## config.mk

```make
export PLATFORM = sky130hd
export DESIGN_NAME = cmp_sort_ctrl
export DESIGN_NICKNAME = d
export VERILOG_FILES = /design/src/rtl/cmp_sort_ctrl.sv
export SDC_FILE = /design/constraint.sdc
export NUM_CORES = 1
export LEC_CHECK = 0
export CORE_AREA = 5 5 93 104
export CTS_CLUSTER_DIAMETER = 150
export DETAILED_ROUTE_END_ITERATION = 16
export DIE_AREA = 0 0 98 109
export PLACE_DENSITY = 0.76
export SYNTH_ARGS = -nofsm -noshare
export SYNTH_HDL_FRONTEND = slang
export SYNTH_SLANG_ARGS = --single-unit
export TNS_END_PERCENT = 20
```

## constraint.sdc

```tcl
create_clock -name clk -period 6.94 [get_ports clk]
set_clock_uncertainty 0.05 [all_clocks]
set_input_delay 2.082 -clock clk [delete_from_list [all_inputs] [get_ports clk]]
set_output_delay 2.082 -clock clk [all_outputs]
set_load 0.1 [all_outputs]
```

## src/rtl/cmp_sort_ctrl.sv

```systemverilog
// cmp_sort_ctrl: loads a frame of N nibbles, bubble-sorts it in place
// with one shared magnitude compare per cycle, then streams it out ascending.
module cmp_sort_ctrl #(
  parameter int N  = 8,
  parameter int CW = 8
) (
  input  logic          clk,
  input  logic          rst,
  input  logic          in_valid,
  input  logic [3:0]    in_data,
  output logic          in_ready,
  output logic          out_valid,
  output logic [3:0]    out_data,
  input  logic          out_ready,
  output logic          busy,
  output logic [CW-1:0] swap_cnt
);

  localparam int PW = $clog2(N);
  localparam logic [PW-1:0] ZERO = '0;
  localparam logic [PW-1:0] ONE  = PW'(1);
  localparam logic [PW-1:0] LAST = PW'(N - 1);
  localparam logic [PW-1:0] JMAX = PW'(N - 2);

  typedef enum logic [1:0] {
    LOAD = 2'd0,
    SORT = 2'd1,
    OUT  = 2'd2
  } state_e;

  state_e          state_q, state_d;
  logic [PW-1:0]   wr_ptr_q, wr_ptr_d;
  logic [PW-1:0]   rd_ptr_q, rd_ptr_d;
  logic [PW-1:0]   j_q, j_d;
  logic [PW-1:0]   pass_q, pass_d;
  logic            swap_flag_q, swap_flag_d;
  logic            out_valid_q, out_valid_d;
  logic [3:0]      out_data_q, out_data_d;
  logic [CW-1:0]   swap_cnt_q, swap_cnt_d;
  logic [3:0]      mem_q [N];

  logic [PW-1:0]   j1;
  logic [3:0]      cmp_a, cmp_b;
  logic            gt;
  logic            accept;
  logic            do_swap;
  logic            pass_end;

  // Shared comparator: only "greater" causes a swap, which keeps the sort stable.
  always_comb begin
    j1       = j_q + ONE;
    cmp_a    = mem_q[j_q];
    cmp_b    = mem_q[j1];
    gt       = cmp_a > cmp_b;
    accept   = in_valid && (state_q == LOAD);
    do_swap  = (state_q == SORT) && gt;
    pass_end = (j_q == (JMAX - pass_q));
  end

  // Next-state and datapath control for LOAD -> SORT -> OUT.
  always_comb begin
    state_d     = state_q;
    wr_ptr_d    = wr_ptr_q;
    rd_ptr_d    = rd_ptr_q;
    j_d         = j_q;
    pass_d      = pass_q;
    swap_flag_d = swap_flag_q;
    out_valid_d = out_valid_q;
    out_data_d  = out_data_q;
    swap_cnt_d  = swap_cnt_q;
    unique case (state_q)
      LOAD: begin
        if (accept) begin
          wr_ptr_d = wr_ptr_q + ONE;
          if (wr_ptr_q == LAST) begin
            state_d     = SORT;
            wr_ptr_d    = ZERO;
            j_d         = ZERO;
            pass_d      = ZERO;
            swap_flag_d = 1'b0;
            swap_cnt_d  = '0;
          end
        end
      end
      SORT: begin
        if (gt) begin
          swap_cnt_d  = swap_cnt_q + 1'b1;
          swap_flag_d = 1'b1;
        end
        if (pass_end) begin
          if ((!gt && !swap_flag_q) || (pass_q == JMAX)) begin
            state_d     = OUT;
            rd_ptr_d    = ZERO;
            out_valid_d = 1'b1;
            // mem[0] may be swapped on this very edge
            out_data_d  = (gt && (j_q == ZERO)) ? mem_q[ONE]
                                                : mem_q[ZERO];
          end else begin
            pass_d      = pass_q + ONE;
            j_d         = ZERO;
            swap_flag_d = 1'b0;
          end
        end else begin
          j_d = j1;
        end
      end
      OUT: begin
        if (out_ready) begin
          if (rd_ptr_q == LAST) begin
            state_d     = LOAD;
            rd_ptr_d    = ZERO;
            out_valid_d = 1'b0;
          end else begin
            rd_ptr_d   = rd_ptr_q + ONE;
            out_data_d = mem_q[rd_ptr_q + ONE];
          end
        end
      end
      default: begin
        state_d = LOAD;
      end
    endcase
  end

  // Control state register; reset abandons any frame in flight.
  always_ff @(posedge clk or posedge rst) begin
    if (rst) begin
      state_q     <= LOAD;
      wr_ptr_q    <= '0;
      rd_ptr_q    <= '0;
      j_q         <= '0;
      pass_q      <= '0;
      swap_flag_q <= 1'b0;
      out_valid_q <= 1'b0;
      out_data_q  <= '0;
      swap_cnt_q  <= '0;
    end else begin
      state_q     <= state_d;
      wr_ptr_q    <= wr_ptr_d;
      rd_ptr_q    <= rd_ptr_d;
      j_q         <= j_d;
      pass_q      <= pass_d;
      swap_flag_q <= swap_flag_d;
      out_valid_q <= out_valid_d;
      out_data_q  <= out_data_d;
      swap_cnt_q  <= swap_cnt_d;
    end
  end

  // Element storage: serial fill in LOAD, pairwise exchange in SORT.
  always_ff @(posedge clk) begin
    if (accept) begin
      mem_q[wr_ptr_q] <= in_data;
    end else if (do_swap) begin
      mem_q[j_q] <= cmp_b;
      mem_q[j1]  <= cmp_a;
    end
  end

  assign in_ready  = (state_q == LOAD);
  assign busy      = (state_q == SORT);
  assign out_valid = out_valid_q;
  assign out_data  = out_data_q;
  assign swap_cnt  = swap_cnt_q;

endmodule

```

==> results.toml, run 1 <==
[worst_hold_path]
worstHoldPathCells = 1
min_from = "swap_cnt[7]"
holdPathEnd = "swap_cnt[7]"
hp-class = "reg2reg"

[cts]
cts_tree = "built"
clkSinkCount = 60
post_cts_resized = 0
root_buffer = "clkbuf_8"
ctsHoldBuffers = 0
clk_latency_ns = 0.35
cts_setup_buffers = 0
clock_path_buffers = 2
cts.clk_slew.worst_paths_ns = 0.07
cts_buffers = 9
cts_max_level = 3

[sta]
max_freq_ghz = 0.205
fin_setup_tns_ns = 0
period_share_pct = 70.4
fin_crit_ns = 4.88
rsz0062_at_grt = "false"
setup_violations = 0
slew_headroom_pct = 26.7
finalMaxSlewViolations = 0
worst_pin_slew_ns = 1.10
holdWs_ns = 0.459
hold_viol = 0

[critical_path]
cp-start-kind = "flop"
cpMostUsedCell = "ha_1"
rr_endpoint = "mem_q[1][3]"
arrival_ns = 4.81
path_cells = "inv_1 > ha_1 > mux4_2 > mux2i_1 > ha_1 > nand2_1 > o21bai_4 > a211oi_4 > buf_4 > a31oi_1 > o21ai_0"
cp_slowest_cell = "dfrtp_1"
r2r_cells = 11
path_max_fanout = 17
cp.required_ns = 6.87
cp-end-kind = "flop"
max_stage_delay_ns = 0.72
r2r_slack_ns = 2.06
timing.rr.start = "j_q[1]"
setup.worst_path.class = "reg2reg"

[floorplan]
dieArea_um2 = 10700
rows = 36
dieHeight_um = 109
die_w_um = 98
core_um2 = 8600
initial_core_util_pct = 46.4
pin_count = 23

[finish]
final_cell_mix = "mux2i_1, edfxtp_1, dfrtp_1"
final_cells = 473
mostFrequentLayoutCell = "mux2i_1"
nNetsFinal = 376
area_growth_pct = 13.5
fill_cells = 732
diodes = 0
drive_gt1_share_pct = 18.9

[global_routing]
grt-ovfl-total = 0
antenna_found_initial = 0
grt_pass1_wl_mm = 15.7
grt_max_degree = 29
grtUsageTotal_pct = 19.3
grt_pass1_vias = 2861

[synthesis]
synthFlopType = "edfxtp_1"
synthSimpleGateAreaFrac_pct = 11.6
yosysTopAreaCell = "edfxtp_1"
synth_nets = 351
synth_top_family_by_area = "multiplexers"
netlist_area_um2 = 3990
synthXorXnorAreaFrac_pct = 2.51
synth_area_leaders = "edfxtp_1, dfrtp_1, mux4_2"
avgSynthCellArea_um2 = 12.1
ys_warn_count = 0
yosysSeqAreaShare_pct = 41.6
synth_top_area_share_pct = 24.1
synth_adder_area_share_pct = 4.39
synth_seq_cells = 60
synthArstFlopShare_pct = 46.7
postSynthCellCount = 329
synth_compound_gate_area_share_pct = 10.1
synth_cell_type_count = 54
synth.area.mux_share_pct = 26.8
synth_edf_count = 32

[routing]
via_per_inst = 6.15
drt_drc_violations_left = 0
routed_wl_mm = 9.79
drt-initial-drc-count = 302
vias = 2911
ant_nets = 0
wl_per_cell_um = 20.7
firstDrtPassIters = 6

[placed_design]
hpwl_mm = 7.24
io_buffers = 22
place.gp.congestion = 0.959
placed_cells = 457

[job]
cap_violations = 0

[outcome]
outcome = "finished clean"
area by class of cell:
| type | instances | area [um2] | area share [%] |
|---|---|---|---|
| multi-input cells | 243 | 2210 | 48.8 |
| clock inverters | 6 | 78.8 | 1.74 |
| well taps | 114 | 143 | 3.15 |
| clock buffers | 10 | 128 | 2.82 |
| flip-flops and latches | 60 | 1660 | 36.7 |
| inverters | 13 | 48.8 | 1.08 |
| repair buffers | 27 | 258 | 5.69 |
worst max-delay path, delay by kind of cell, from the launching register on:
| family | cells | cell delay [ns] |
|---|---|---|
| compound gates | 4 | 1.45 |
| fa+ha+maj | 2 | 0.89 |
| mux | 2 | 0.79 |
| flops | 1 | 0.72 |
| buf+inv | 2 | 0.50 |
| simple gates | 1 | 0.10 |
routing by layer:
| metal | global-route usage, % | share of wire (%) | up-vias | routed length (um) |
|---|---|---|---|---|
| met5 | 0 | 0 | - | 0 |
| met4 | 9.50 | 4.0 | 0 | 394 |
| met3 | 3.33 | 6.2 | 28 | 611 |
| met2 | 31.6 | 49 | 121 | 4820 |
| met1 | 24.8 | 41 | 1455 | 3970 |
| li1 | - | - | 1307 | - |
how the worst max path moves through the flow:
| stage | depth (start not counted) | start | endpoint | slack, ns |
|---|---|---|---|---|
| global route | 11 | j_q[1] | mem_q[0][0] | 1.75 |
| detailed placement | 11 | j_q[1] | mem_q[1][2] | 2.10 |
| finish | 11 | j_q[1] | mem_q[1][3] | 2.06 |
| CTS | 11 | j_q[1] | mem_q[1][2] | 2.08 |
| floorplan | 13 | j_q[1] | mem_q[5][0] | 2.83 |
| global placement | 11 | j_q[1] | mem_q[5][1] | 2.33 |
flip-flops by register name, indices dropped and copies added (netlist names):
register,count
swap_cnt,8
rd_ptr_q,3
out_data,4
state_q,2
wr_ptr_q,3
pass_q,3
out_valid,1
swap_flag_q,1
j_q,3
mem_q,32
cell families (layout without fill, tap and decap cells):
| kind of cell | count (synthesis) | in the layout |
|---|---|---|
| buffers and inverters | 26 | 56 |
| adders and majority gates | 14 | 14 |
| and+or+nand+nor | 88 | 88 |
| muxes | 75 | 75 |
| DFF | 60 | 60 |
| xor gates and xnor gates | 9 | 9 |
| AOI/OAI and AO/OA | 57 | 57 |
per-stage QoR:
step	util (%)	worst slack [ns]	instance area (um2)
finish	52.6	2.06	4530
global route	52.6	1.75	4530
CTS	52.6	2.08	4530
detailed placement	50.2	2.10	4320
global placement	50.2	2.33	4320
floorplan	-	2.83	3990
synthesized netlist by cell type, types with 3 or more instances:
cell,instances
nand3_1,3
xor2_1,6
a21o_1,4
nor2b_1,5
mux2_2,6
o22ai_1,3
dfrtp_1,28
o21ai_0,11
buf_2,6
inv_1,12
nand2b_1,3
o21ai_1,4
mux4_2,24
nor2_1,20
a31oi_1,4
edfxtp_1,32
a21oi_1,10
and3_1,4
buf_4,3
a211oi_1,4
nand2_1,27
ha_1,14
a22o_1,3
mux2i_1,44
nand4_1,6
nor3_1,4
Power of run 1 is not shown: default switching activity piles up to over one toggle a cycle in this logic, so the estimate is an artifact.
==> run 2: changes to the inputs <==
clock period = 5 ns   (was 6.94 ns; I/O delays follow)
==> results.toml, run 2 (synthesis results as in run 1) <==
[critical_path]
cp_slowest_cell = "ha_1"
path_cells = "inv_1 > ha_1 > mux4_2 > mux2i_1 > ha_1 > and2b_1 > o21bai_4 > a211oi_4 > buf_4 > a31oi_1 > o21ai_0"
cpMostUsedCell = "ha_1"
cp_top_family = "compound AO/OA/AOI/OAI gates"
cp.required_ns = 4.93
max_stage_delay_ns = 0.66
cp-start-kind = "flop"
critical_path_buf_inv_count = 2
arrival_ns = 4.33
setup.worst_path.class = "reg2reg"
cp-end-kind = "flop"
path_max_fanout = 12

[global_routing]
grt_pass1_wl_mm = 16.3
grt-ovfl-total = 0
grtUsageTotal_pct = 19.8
grt_pass1_vias = 3036
grt_max_degree = 29
antenna_found_initial = 0

[routing]
drt-met1-wl_mm = 3.89
firstDrtPassIters = 5
routed_wl_mm = 9.97
ant_nets = 0
vias = 2958
wl_per_cell_um = 20.9
drt_drc_violations_left = 0
via_per_inst = 6.19
top_layer_used = "met4"
drt-initial-drc-count = 311
wl_met3_um = 767
met2_length_mm = 4.87

[finish]
largest_reg_flops = 32
diodes = 0
largest_register = "mem_q"
nNetsFinal = 381
drive_gt1_share_pct = 20.3
mostFrequentLayoutCell = "mux2i_1"
final_cell_mix = "mux2i_1, edfxtp_1, dfrtp_1"
area_growth_pct = 14.6

[cts]
root_buffer = "clkbuf_8"
cts_setup_buffers = 0
clkSinkCount = 60
cts_buffers = 9
cts_tree = "built"
cts.clk_slew.worst_paths_ns = 0.07
clk_latency_ns = 0.35
clock_path_buffers = 2
cts_max_level = 3
post_cts_resized = 0
ctsHoldBuffers = 0

[floorplan]
rows = 36
core_um2 = 8600
dieHeight_um = 109
pin_count = 23
dieArea_um2 = 10700
initial_core_util_pct = 46.4
die_w_um = 98

[sta]
max_freq_ghz = 0.227
fin_crit_ns = 4.40
slew_headroom_pct = 27.6
worst_pin_slew_ns = 1.08
finalMaxSlewViolations = 0
setup_violations = 0
hold_viol = 0
rsz0062_at_grt = "false"
period_share_pct = 87.9
holdWs_ns = 0.450
fin_setup_tns_ns = 0

[placed_design]
place.gp.congestion = 1.02
io_buffers = 22
hpwl_mm = 7.52

[worst_hold_path]
hp-class = "reg2reg"

[outcome]
outcome = "finished clean"

[job]
cap_violations = 0
==> run 2: per-layer routing <==
layer / vias to the layer above / GRT usage (%)
met5: - / 0
met4: 0 / 9.89
met3: 40 / 5.82
met2: 142 / 33.1
met1: 1456 / 23.4
li1: 1320 / -
==> run 2: metrics by stage <==
| step | cells | instance area [um2] | utilization (%) | setup slack, ns |
|---|---|---|---|---|
| after floorplan | 329 | 3990 | - | 0.891 |
| after global placement | 462 | 4360 | 50.7 | 0.881 |
| after detailed placement | 462 | 4360 | 50.7 | 0.704 |
| after CTS | 478 | 4570 | 53.2 | 0.692 |
| after global routing | 478 | 4570 | 53.2 | 0.271 |
| final | 478 | 4570 | 53.2 | 0.604 |
==> run 2: path summary, 6_finish.rpt <==
path | start | endpoint | slack [ns] | cells after the start
max | j_q[1] | mem_q[0][2] | 0.60 | 11
min | swap_cnt[7] | swap_cnt[7] | 0.45 | 1
max reg2reg | j_q[1] | mem_q[0][2] | 0.60 | 11
min reg2reg | swap_cnt[7] | swap_cnt[7] | 0.45 | 1
max in group asynchronous | rst | out_data[2] | 2.57 | 2
min in group asynchronous | rst | wr_ptr_q[2] | 1.67 | 2
==> run 2: area by class of cell <==
class,count,area (um2)
clock inverter,3,43.8
clock buffer,13,169
timing repair buffer,32,295
tap,114,143
multi-input combinational,243,2210
inverter,13,48.8
fill,691,4030
sequential,60,1660
Power of run 2 is left out for the same reason.
==> run 3: changes to the inputs <==
==> constraint.sdc (replaced) <==
create_clock -name clk -period 5 [get_ports clk]
set_clock_uncertainty 0.05 [all_clocks]
set_input_delay 0.5 -clock clk [delete_from_list [all_inputs] [get_ports clk]]
set_output_delay 0.5 -clock clk [all_outputs]
set_load 0.1 [all_outputs]
==> results of run 3 <==
Same layout as run 2 (identical final DEF). Status: finished clean.
Power of run 3 is left out for the same reason.
